## src/rtl/sysid_check_master.sv

```systemverilog
// Avalon-MM read master: reads sysid word 0 (ID) and word 1 (timestamp), compares against expected values.
// Optional macro SYSID_RECHECK_EN adds periodic relaunch (RECHECK_PERIOD) and a mismatch_sticky output.
module sysid_check_master #(
    parameter logic [31:0] EXPECTED_ID    = 32'd0,
    parameter logic [31:0] EXPECTED_TS    = 32'd1539181635,
    parameter int unsigned TIMEOUT_CYCLES = 255,
    parameter bit          AUTO_START     = 1'b1
`ifdef SYSID_RECHECK_EN
    ,
    parameter logic [31:0] RECHECK_PERIOD = 32'd50000000
`endif
) (
    input  logic        clock,
    input  logic        reset,
    input  logic        start,
    output logic        avm_address,
    output logic        avm_read,
    input  logic        avm_waitrequest,
    input  logic [31:0] avm_readdata,
    output logic        busy,
    output logic        done,
    output logic        id_ok,
    output logic        ts_ok,
    output logic        timeout,
    output logic [31:0] id_value,
    output logic [31:0] ts_value
`ifdef SYSID_RECHECK_EN
    ,
    output logic        mismatch_sticky
`endif
);

    typedef enum logic [2:0] {IDLE, RD_ID, RD_TS, CHECK, DONE} state_t;

    // Stall count that triggers the abort on the cycle it would reach TIMEOUT_CYCLES.
    localparam logic [15:0] TO_LAST = 16'(TIMEOUT_CYCLES - 1);

    state_t      state_q, state_d;
    logic [15:0] tcnt_q, tcnt_d;
    logic        auto_q, auto_d;
    logic        busy_q, busy_d, done_q, done_d;
    logic        id_ok_q, id_ok_d, ts_ok_q, ts_ok_d, timeout_q, timeout_d;
    logic [31:0] id_value_q, id_value_d, ts_value_q, ts_value_d;
    logic        launch, recheck;
`ifdef SYSID_RECHECK_EN
    logic [31:0] rc_cnt_q, rc_cnt_d;
    logic        sticky_q, sticky_d;
`endif

    always_comb begin
        state_d    = state_q;
        tcnt_d     = tcnt_q;
        auto_d     = 1'b0;
        busy_d     = busy_q;
        done_d     = done_q;
        id_ok_d    = id_ok_q;
        ts_ok_d    = ts_ok_q;
        timeout_d  = timeout_q;
        id_value_d = id_value_q;
        ts_value_d = ts_value_q;
        launch     = 1'b0;
        recheck    = 1'b0;
`ifdef SYSID_RECHECK_EN
        sticky_d   = sticky_q;
        rc_cnt_d   = (state_q == DONE) ? rc_cnt_q + 32'd1 : rc_cnt_q;
        recheck    = (state_q == DONE) && (rc_cnt_q == RECHECK_PERIOD - 32'd1);
`endif
        case (state_q)
            IDLE:    launch = start || auto_q;
            DONE:    launch = start || recheck;
            default: launch = 1'b0;
        endcase

        case (state_q)
            RD_ID, RD_TS: begin
                if (!avm_waitrequest) begin
                    tcnt_d = 16'd0;
                    if (state_q == RD_ID) begin
                        id_value_d = avm_readdata;
                        state_d    = RD_TS;
                    end else begin
                        ts_value_d = avm_readdata;
                        state_d    = CHECK;
                    end
                end else begin
                    tcnt_d = tcnt_q + 16'd1;
                    if (tcnt_q == TO_LAST) begin
                        state_d   = DONE;
                        timeout_d = 1'b1;
                        done_d    = 1'b1;
                        busy_d    = 1'b0;
`ifdef SYSID_RECHECK_EN
                        sticky_d  = 1'b1;
`endif
                    end
                end
            end
            CHECK: begin
                id_ok_d = (id_value_q == EXPECTED_ID);
                ts_ok_d = (ts_value_q == EXPECTED_TS);
                done_d  = 1'b1;
                busy_d  = 1'b0;
                state_d = DONE;
`ifdef SYSID_RECHECK_EN
                if ((id_value_q != EXPECTED_ID) || (ts_value_q != EXPECTED_TS))
                    sticky_d = 1'b1;
`endif
            end
            default: ;
        endcase

        // A launch wipes every result of the previous check.
        if (launch) begin
            state_d    = RD_ID;
            tcnt_d     = 16'd0;
            busy_d     = 1'b1;
            done_d     = 1'b0;
            id_ok_d    = 1'b0;
            ts_ok_d    = 1'b0;
            timeout_d  = 1'b0;
            id_value_d = 32'd0;
            ts_value_d = 32'd0;
`ifdef SYSID_RECHECK_EN
            rc_cnt_d   = 32'd0;
`endif
        end
    end

    always_ff @(posedge clock or posedge reset) begin
        if (reset) begin
            state_q    <= IDLE;
            tcnt_q     <= 16'd0;
            auto_q     <= AUTO_START;
            busy_q     <= 1'b0;
            done_q     <= 1'b0;
            id_ok_q    <= 1'b0;
            ts_ok_q    <= 1'b0;
            timeout_q  <= 1'b0;
            id_value_q <= 32'd0;
            ts_value_q <= 32'd0;
`ifdef SYSID_RECHECK_EN
            rc_cnt_q   <= 32'd0;
            sticky_q   <= 1'b0;
`endif
        end else begin
            state_q    <= state_d;
            tcnt_q     <= tcnt_d;
            auto_q     <= auto_d;
            busy_q     <= busy_d;
            done_q     <= done_d;
            id_ok_q    <= id_ok_d;
            ts_ok_q    <= ts_ok_d;
            timeout_q  <= timeout_d;
            id_value_q <= id_value_d;
            ts_value_q <= ts_value_d;
`ifdef SYSID_RECHECK_EN
            rc_cnt_q   <= rc_cnt_d;
            sticky_q   <= sticky_d;
`endif
        end
    end

    // Decoded straight from state so an async reset drops the request immediately.
    assign avm_read    = (state_q == RD_ID) || (state_q == RD_TS);
    assign avm_address = (state_q == RD_TS);
    assign busy        = busy_q;
    assign done        = done_q;
    assign id_ok       = id_ok_q;
    assign ts_ok       = ts_ok_q;
    assign timeout     = timeout_q;
    assign id_value    = id_value_q;
    assign ts_value    = ts_value_q;
`ifdef SYSID_RECHECK_EN
    assign mismatch_sticky = sticky_q;
`endif

endmodule

```

## config.mk

```make
export PLATFORM = sky130hd
export DESIGN_NAME = sysid_check_master
export DESIGN_NICKNAME = d
export VERILOG_FILES = /design/src/rtl/sysid_check_master.sv
export SDC_FILE = /design/constraint.sdc
export NUM_CORES = 1
export LEC_CHECK = 0
export CORE_ASPECT_RATIO = 0.9
export CORE_UTILIZATION = 60
export DETAILED_ROUTE_END_ITERATION = 6
export DONT_BUFFER_PORTS = 1
export PLACE_DENSITY = 0.86
export SLEW_MARGIN = 40
export SYNTH_ARGS = -nofsm -noshare
export SYNTH_HDL_FRONTEND = slang
export SYNTH_SLANG_ARGS = --single-unit
```

## constraint.sdc

```tcl
create_clock -name clock -period 8.4 [get_ports clock]
set_clock_uncertainty 0.2 [all_clocks]
set_input_delay 1.68 -clock clock [delete_from_list [all_inputs] [get_ports clock]]
set_output_delay 1.68 -clock clock [all_outputs]
set_load 0.02 [all_outputs]
```

==> flow_metrics.tcl, run 1 <==
set metrics [dict create \
    die_y_um 81.51 \
    n_antenna_cell 0 \
    synth_top_family_by_area "simple AND/OR/NAND/NOR gates" \
    grt_max_degree 90 \
    max_stage_delay_ns 0.66 \
    cts_hold_buf 0 \
    crit_arrival_ns 1.65 \
    crit_slowest_cell "dfrtp_1" \
    drtIter0Drc 417 \
    r2r_start "state_q[2]$_DFFE_PP0P_" \
    period_needed_ns 3.535 \
    power.density_nw_per_um2 169.7 \
    synth_xor_area_frac 0.002078 \
    drtAntennaViolNets 0 \
    pre_cts_slack_ns 5.139 \
    htree_levels 3 \
    yosysMostFrequentCell "dfrtp_1" \
    slew_viol_final 0 \
    synth_mux_area_frac 0.09264 \
    met1_usage 0.3335 \
    synthArstFlopShare 1.000 \
    clock_latency_ns 0.35 \
    multi_input_area_um2 1730 \
    yosysUniqueCellTypes 50 \
    syn-mean-instance-area_um2 9.800 \
    postCtsSetupBuffers 0 \
    hpwl_um 6448 \
    use_met2 0.4191 \
    gp_congestion 0.8454 \
    netlist_area_um2 4214 \
    vias 3213 \
    end_kind "output pin" \
    cts_tree "yes" \
    r2r_slack_ns 5.93 \
    synthFlopType "dfrtp_1" \
    die_w_um 90.34 \
    postLayoutCoreUtil 0.6632 \
    ir_worst_vdd_mv 0.1622 \
    grt_pass1_vias 3142 \
    seq_area_um2 2228 \
    ys_top_cells_by_area "dfrtp_1, mux2i_1, nand2_1" \
    synth-seq-cells 89 \
    row_count 28 \
    synth_top_area_frac 0.5226 \
    wl_per_cell_um 18.16 \
    start_kind "flop" \
    cts_resized 0 \
    grtUsageMet3 0.08056 \
    worst_pin_slew_ns 0.6890 \
    area_growth_pct 5.315 \
    cts.clk_slew.worst_paths_ns 0.08 \
    worstHoldPathCells 1 \
    p_leak_nw 2.028 \
    grt_pass1_wl_um 15120 \
    synthTopCellsByCount "dfrtp_1, nand2_1, mux2i_1" \
    io_buffers 0 \
    hold_violations 0 \
    die_area_um2 7363 \
    path_class "reg2out" \
    yosysSeqAreaShare 0.5288 \
    pin_count 107 \
    cp_cell_sequence "xor2_1 -> and2_1" \
    crit_fanout 13 \
    min_period_over_period 0.4208 \
    reg2reg_to "ts_value[0]$_DFFE_PP0P_" \
    fmax_mhz 282.9 \
    drc 0 \
    grt_use_total 0.2636 \
    maxCapViolations 0 \
    synthesis.nets 468 \
    overflow 0 \
    worstHoldStart "tcnt_q[13]$_DFFE_PP0P_" \
    max_slew_margin 0.5406 \
    synth_cells 430 \
    status "completed" \
    rsz0062_at_grt "false" \
    synth-simple-area-share 0.1921 \
    hold_class "reg2reg" \
    synth_compound_area_frac 0.1134 \
    required_ns 6.52 \
    holdPathEnd "tcnt_q[13]$_DFFE_PP0P_" \
    drive_gt1_frac 0.06542 \
    antenna_found_initial 0 \
    clock_path_buffers 2 \
    numCtsBuffers 9 \
    initial_core_util 0.6298 \
    firstDrtPassIters 5 \
    synth_edf_count 0 \
    r2r_cells 5 \
    cts_sinks 89 \
    viasPerCell 6.203 \
    yosysWarnings 0 \
    fill_cells 488 \
    root_buffer "clkbuf_8" \
    yosys.area.top_type "dfrtp_1" \
    fin_nets 461 \
    final.setup.tns_ns 0 \
    grt_busiest_layer "met2" \
    coreArea_um2 6691 \
    synthAdderAreaFrac 0.005938 \
    setup_viol_count_final 0 \
    wirelength_um 9407 \
    finalWorstSetupSlack_ns 4.865 \
]
==> worst max-delay path: cells and delay by family, from the launching register on <==
| kind | cells | cell delay (ns) |
|---|---|---|
| flip-flops | 1 | 0.66 |
| XOR/XNOR | 1 | 0.30 |
| AND/OR/NAND/NOR | 1 | 0.35 |
==> routing by layer <==
metal | vias to the layer above | part of all wire
li1 | 1474 | -
met1 | 1556 | 0.41
met2 | 152 | 0.48
met3 | 31 | 0.076
met4 | 0 | 0.027
met5 | - | 0
==> worst max path at each step <==
stage,start,to,slack [ns],depth (start not counted)
after floorplan,reset,busy$_DFFE_PP0P_,4.21,1
after global routing,state_q[0]$_DFFE_PP0P_,avm_read,4.76,2
final,state_q[0]$_DFFE_PP0P_,avm_read,4.87,2
after CTS,state_q[0]$_DFFE_PP0P_,avm_read,4.86,2
after global placement,start,tcnt_q[10]$_DFFE_PP0P_,5.11,4
after detailed placement,avm_waitrequest,ts_value[0]$_DFFE_PP0P_,5.14,4
==> state kept, by name, summed over array words and instances, names as in the netlist <==
register	cells
tcnt_q	16
ts_ok	1
timeout	1
done	1
ts_value	32
auto_q	1
state_q	3
busy	1
id_ok	1
id_value	32
==> layout make-up <==
cell class,instances,area share
repair buffers,4,0.008176
inverters,39,0.03327
flip-flops and latches,89,0.5021
well taps,90,0.02537
clock inverters,3,0.005357
multi-input cells,280,0.3899
clock buffers,13,0.03580
==> logic make-up after synthesis <==
logic type | Yosys count
xor+xnor | 1
fa+ha+maj | 2
other cells | 1
simple gates | 164
compound gates | 73
buf+inv | 61
mux | 39
flops | 89
==> power breakdown <==
group / internal (W) / switching (W) / leakage, nW
clock: 0.000125 / 0.000147 / 0.0863
combinational: 0.00000730 / 0.0000178 / 0.901
sequential: 0.000436 / 0.0000192 / 1.04
==> placed cells by master, fill, tap and decap left out, types with 2 or more instances in the layout <==
| master | count |
|---|---|
| nand3b_1 | 8 |
| and2_1 | 2 |
| nor3_1 | 3 |
| o21ai_2 | 2 |
| nor4_1 | 15 |
| a211o_1 | 4 |
| nand4_1 | 10 |
| and4_1 | 2 |
| nand3_1 | 20 |
| inv_1 | 37 |
| a211oi_1 | 6 |
| mux2i_1 | 39 |
| buf_4 | 3 |
| dfrtp_1 | 88 |
| clkinvlp_4 | 2 |
| and3_1 | 3 |
| clkbuf_1 | 2 |
| nand2_1 | 78 |
| nor2_1 | 10 |
| o21ai_0 | 34 |
| nor2b_1 | 5 |
| o21ai_1 | 4 |
| ha_1 | 2 |
| a21oi_1 | 6 |
| o221ai_1 | 4 |
| clkbuf_8 | 12 |
==> through the flow <==
step / power (W) / cells / hold WS (ns) / area, um2
6_report: 0.0007532 / 518 / 0.3710 / 4438
5_1_grt: 0.0007778 / 518 / 0.4095 / 4438
4_1_cts: 0.0007568 / 518 / 0.3716 / 4436
3_5_place_dp: 0.0004896 / 502 / 0.3507 / 4253
3_3_place_gp: 0.0004871 / 502 / 0.3421 / 4245
2_1_floorplan: 0.0004810 / 430 / 0.3119 / 4214
Power figures use the tool's default switching activity.
==> inputs of run 2 (changes only) <==
--- a/config.mk
+++ b/config.mk
@@ -6,10 +6,10 @@
 export NUM_CORES = 1
 export LEC_CHECK = 0
 export CORE_ASPECT_RATIO = 0.9
-export CORE_UTILIZATION = 60
+export CORE_UTILIZATION = 57
 export DETAILED_ROUTE_END_ITERATION = 6
 export DONT_BUFFER_PORTS = 1
-export PLACE_DENSITY = 0.86
+export PLACE_DENSITY = 0.85
 export SLEW_MARGIN = 40
 export SYNTH_ARGS = -nofsm -noshare
 export SYNTH_HDL_FRONTEND = slang
==> constraint.sdc (replaced) <==
create_clock -name clock -period 3.25 [get_ports clock]
set_clock_uncertainty 0.2 [all_clocks]
set_input_delay 0.65 -clock clock [delete_from_list [all_inputs] [get_ports clock]]
set_output_delay 0.65 -clock clock [all_outputs]
set_load 0.02 [all_outputs]
==> flow_metrics.tcl, run 2 (synthesis gave the netlist of run 1 again) <==
set metrics [dict create \
    clock_path_buffers 2 \
    critPathTopFamily "flip-flops" \
    drc 0 \
    n_antenna_cell 0 \
    reg2reg_to "id_value[0]$_DFFE_PP0P_" \
    cts_sinks 89 \
    cts_hold_buf 0 \
    firstDrtPassIters 4 \
    cp-startpoint "state_q[0]$_DFFE_PP0P_" \
    final_common_cell "dfrtp_1" \
    drtIter0Drc 184 \
    clock_latency_ns 0.35 \
    critPathCapture "avm_read" \
    r2r_start "state_q[2]$_DFFE_PP0P_" \
    die_area_um2 7742 \
    row_count 29 \
    die_y_um 83.57 \
    initial_core_util 0.5925 \
    drive_gt1_frac 0.07425 \
    cp_num_buf_inv 0 \
    grt_pass1_vias 3227 \
    fmax_mhz 394.8 \
    r2r_slack_ns 1.00 \
    postCtsSetupBuffers 0 \
    end_kind "output pin" \
    highest_layer "met4" \
    cts.clk_slew.worst_paths_ns 0.10 \
    worst_pin_slew_ns 0.8057 \
    drtAntennaViolNets 0 \
    io_buffers 0 \
    power.density_nw_per_um2 451.1 \
    wl_met1_um 3933 \
    cp_cell_sequence "xor2_1 -> and2_1" \
    viasPerCell 6.088 \
    area_growth_pct 6.591 \
    seq_area_um2 2228 \
    multi_input_area_um2 1730 \
    gp_congestion 0.8543 \
    wirelength_um 9552 \
    p_leak_nw 2.058 \
    htree_levels 3 \
    final.setup.tns_ns 0 \
    coreArea_um2 7112 \
    overflow 0 \
    start_kind "flop" \
    vias 3190 \
    setup_viol_count_final 0 \
    final_cell_mix "dfrtp_1, nand2_1, mux2i_1" \
    grt_pass1_wl_um 15930 \
    path_class "reg2out" \
    period_needed_ns 2.533 \
    cts_tree "yes" \
    grt_use_total 0.2636 \
    hold_violations 0 \
    die_w_um 92.64 \
    min_period_over_period 0.7795 \
    status "completed" \
    hold_class "in2async" \
    fill_cells 591 \
    required_ns 2.40 \
    wl_met3_um 791 \
    max_stage_delay_ns 0.65 \
    maxCapViolations 0 \
    crit_cells 2 \
    rsz0062_at_grt "false" \
    hold_ws_ns 0.006886 \
    numCtsBuffers 9 \
    routed-wl-met2_um 4691 \
    cts_resized 0 \
    wl_per_cell_um 18.23 \
    slew_viol_final 0 \
    max_slew_margin 0.4587 \
    root_buffer "clkbuf_8" \
    fin_nets 464 \
    r2r_cells 5 \
    antenna_found_initial 0 \
    pin_count 107 \
    ir_worst_vdd_mv 0.2596 \
    grt_max_degree 50 \
    crit_fanout 13 \
    crit_slowest_cell "dfrtp_1" \
    hpwl_um 6880 \
    crit_arrival_ns 1.68 \
]
## run 2: area by class of cell
class | instances | area share
timing repair buffer | 7 | 0.01448
clock inverter | 6 | 0.01671
multi-input combinational | 280 | 0.3852
inverter | 39 | 0.03315
tap | 93 | 0.02591
clock buffer | 10 | 0.02841
sequential | 89 | 0.4961
## run 2: power by group
group          total [W]  leakage (nW)  internal [W]  switching, W
registers        0.00118          1.04       0.00113     0.0000496
logic          0.0000682         0.918     0.0000200     0.0000482
clock network   0.000780        0.0990      0.000367      0.000414
## run 2: worst min-delay path by stage
stage / start / end / slack [ns] / depth (start not counted)
final: reset / id_value[26]$_DFFE_PP0P_ / 0.007 / 1
after global routing: reset / id_value[26]$_DFFE_PP0P_ / 0.03 / 1
after CTS: reset / id_value[26]$_DFFE_PP0P_ / 0.08 / 1
after detailed placement: tcnt_q[13]$_DFFE_PP0P_ / tcnt_q[13]$_DFFE_PP0P_ / 0.37 / 1
after global placement: tcnt_q[13]$_DFFE_PP0P_ / tcnt_q[13]$_DFFE_PP0P_ / 0.34 / 1
after floorplan: tcnt_q[13]$_DFFE_PP0P_ / tcnt_q[13]$_DFFE_PP0P_ / 0.31 / 1
## run 2: through the flow
stage	setup WS, ns	area [um2]	instances	util	power [W]
after floorplan	0.09475	4214	430	-	0.001243
after global placement	0.9778	4277	507	0.6013	0.001263
after CTS	0.7202	4483	523	0.6304	0.002039
after detailed placement	0.8648	4280	507	0.6019	0.001268
after global routing	0.6232	4492	524	0.6316	0.002085
final	0.7168	4492	524	0.6316	0.002026
## run 2: metal layers
layer | up-vias | GRT usage
li1 | 1499 | -
met1 | 1546 | 0.3387
met2 | 133 | 0.4195
met3 | 12 | 0.08106
met4 | 0 | 0.1035
met5 | - | 0
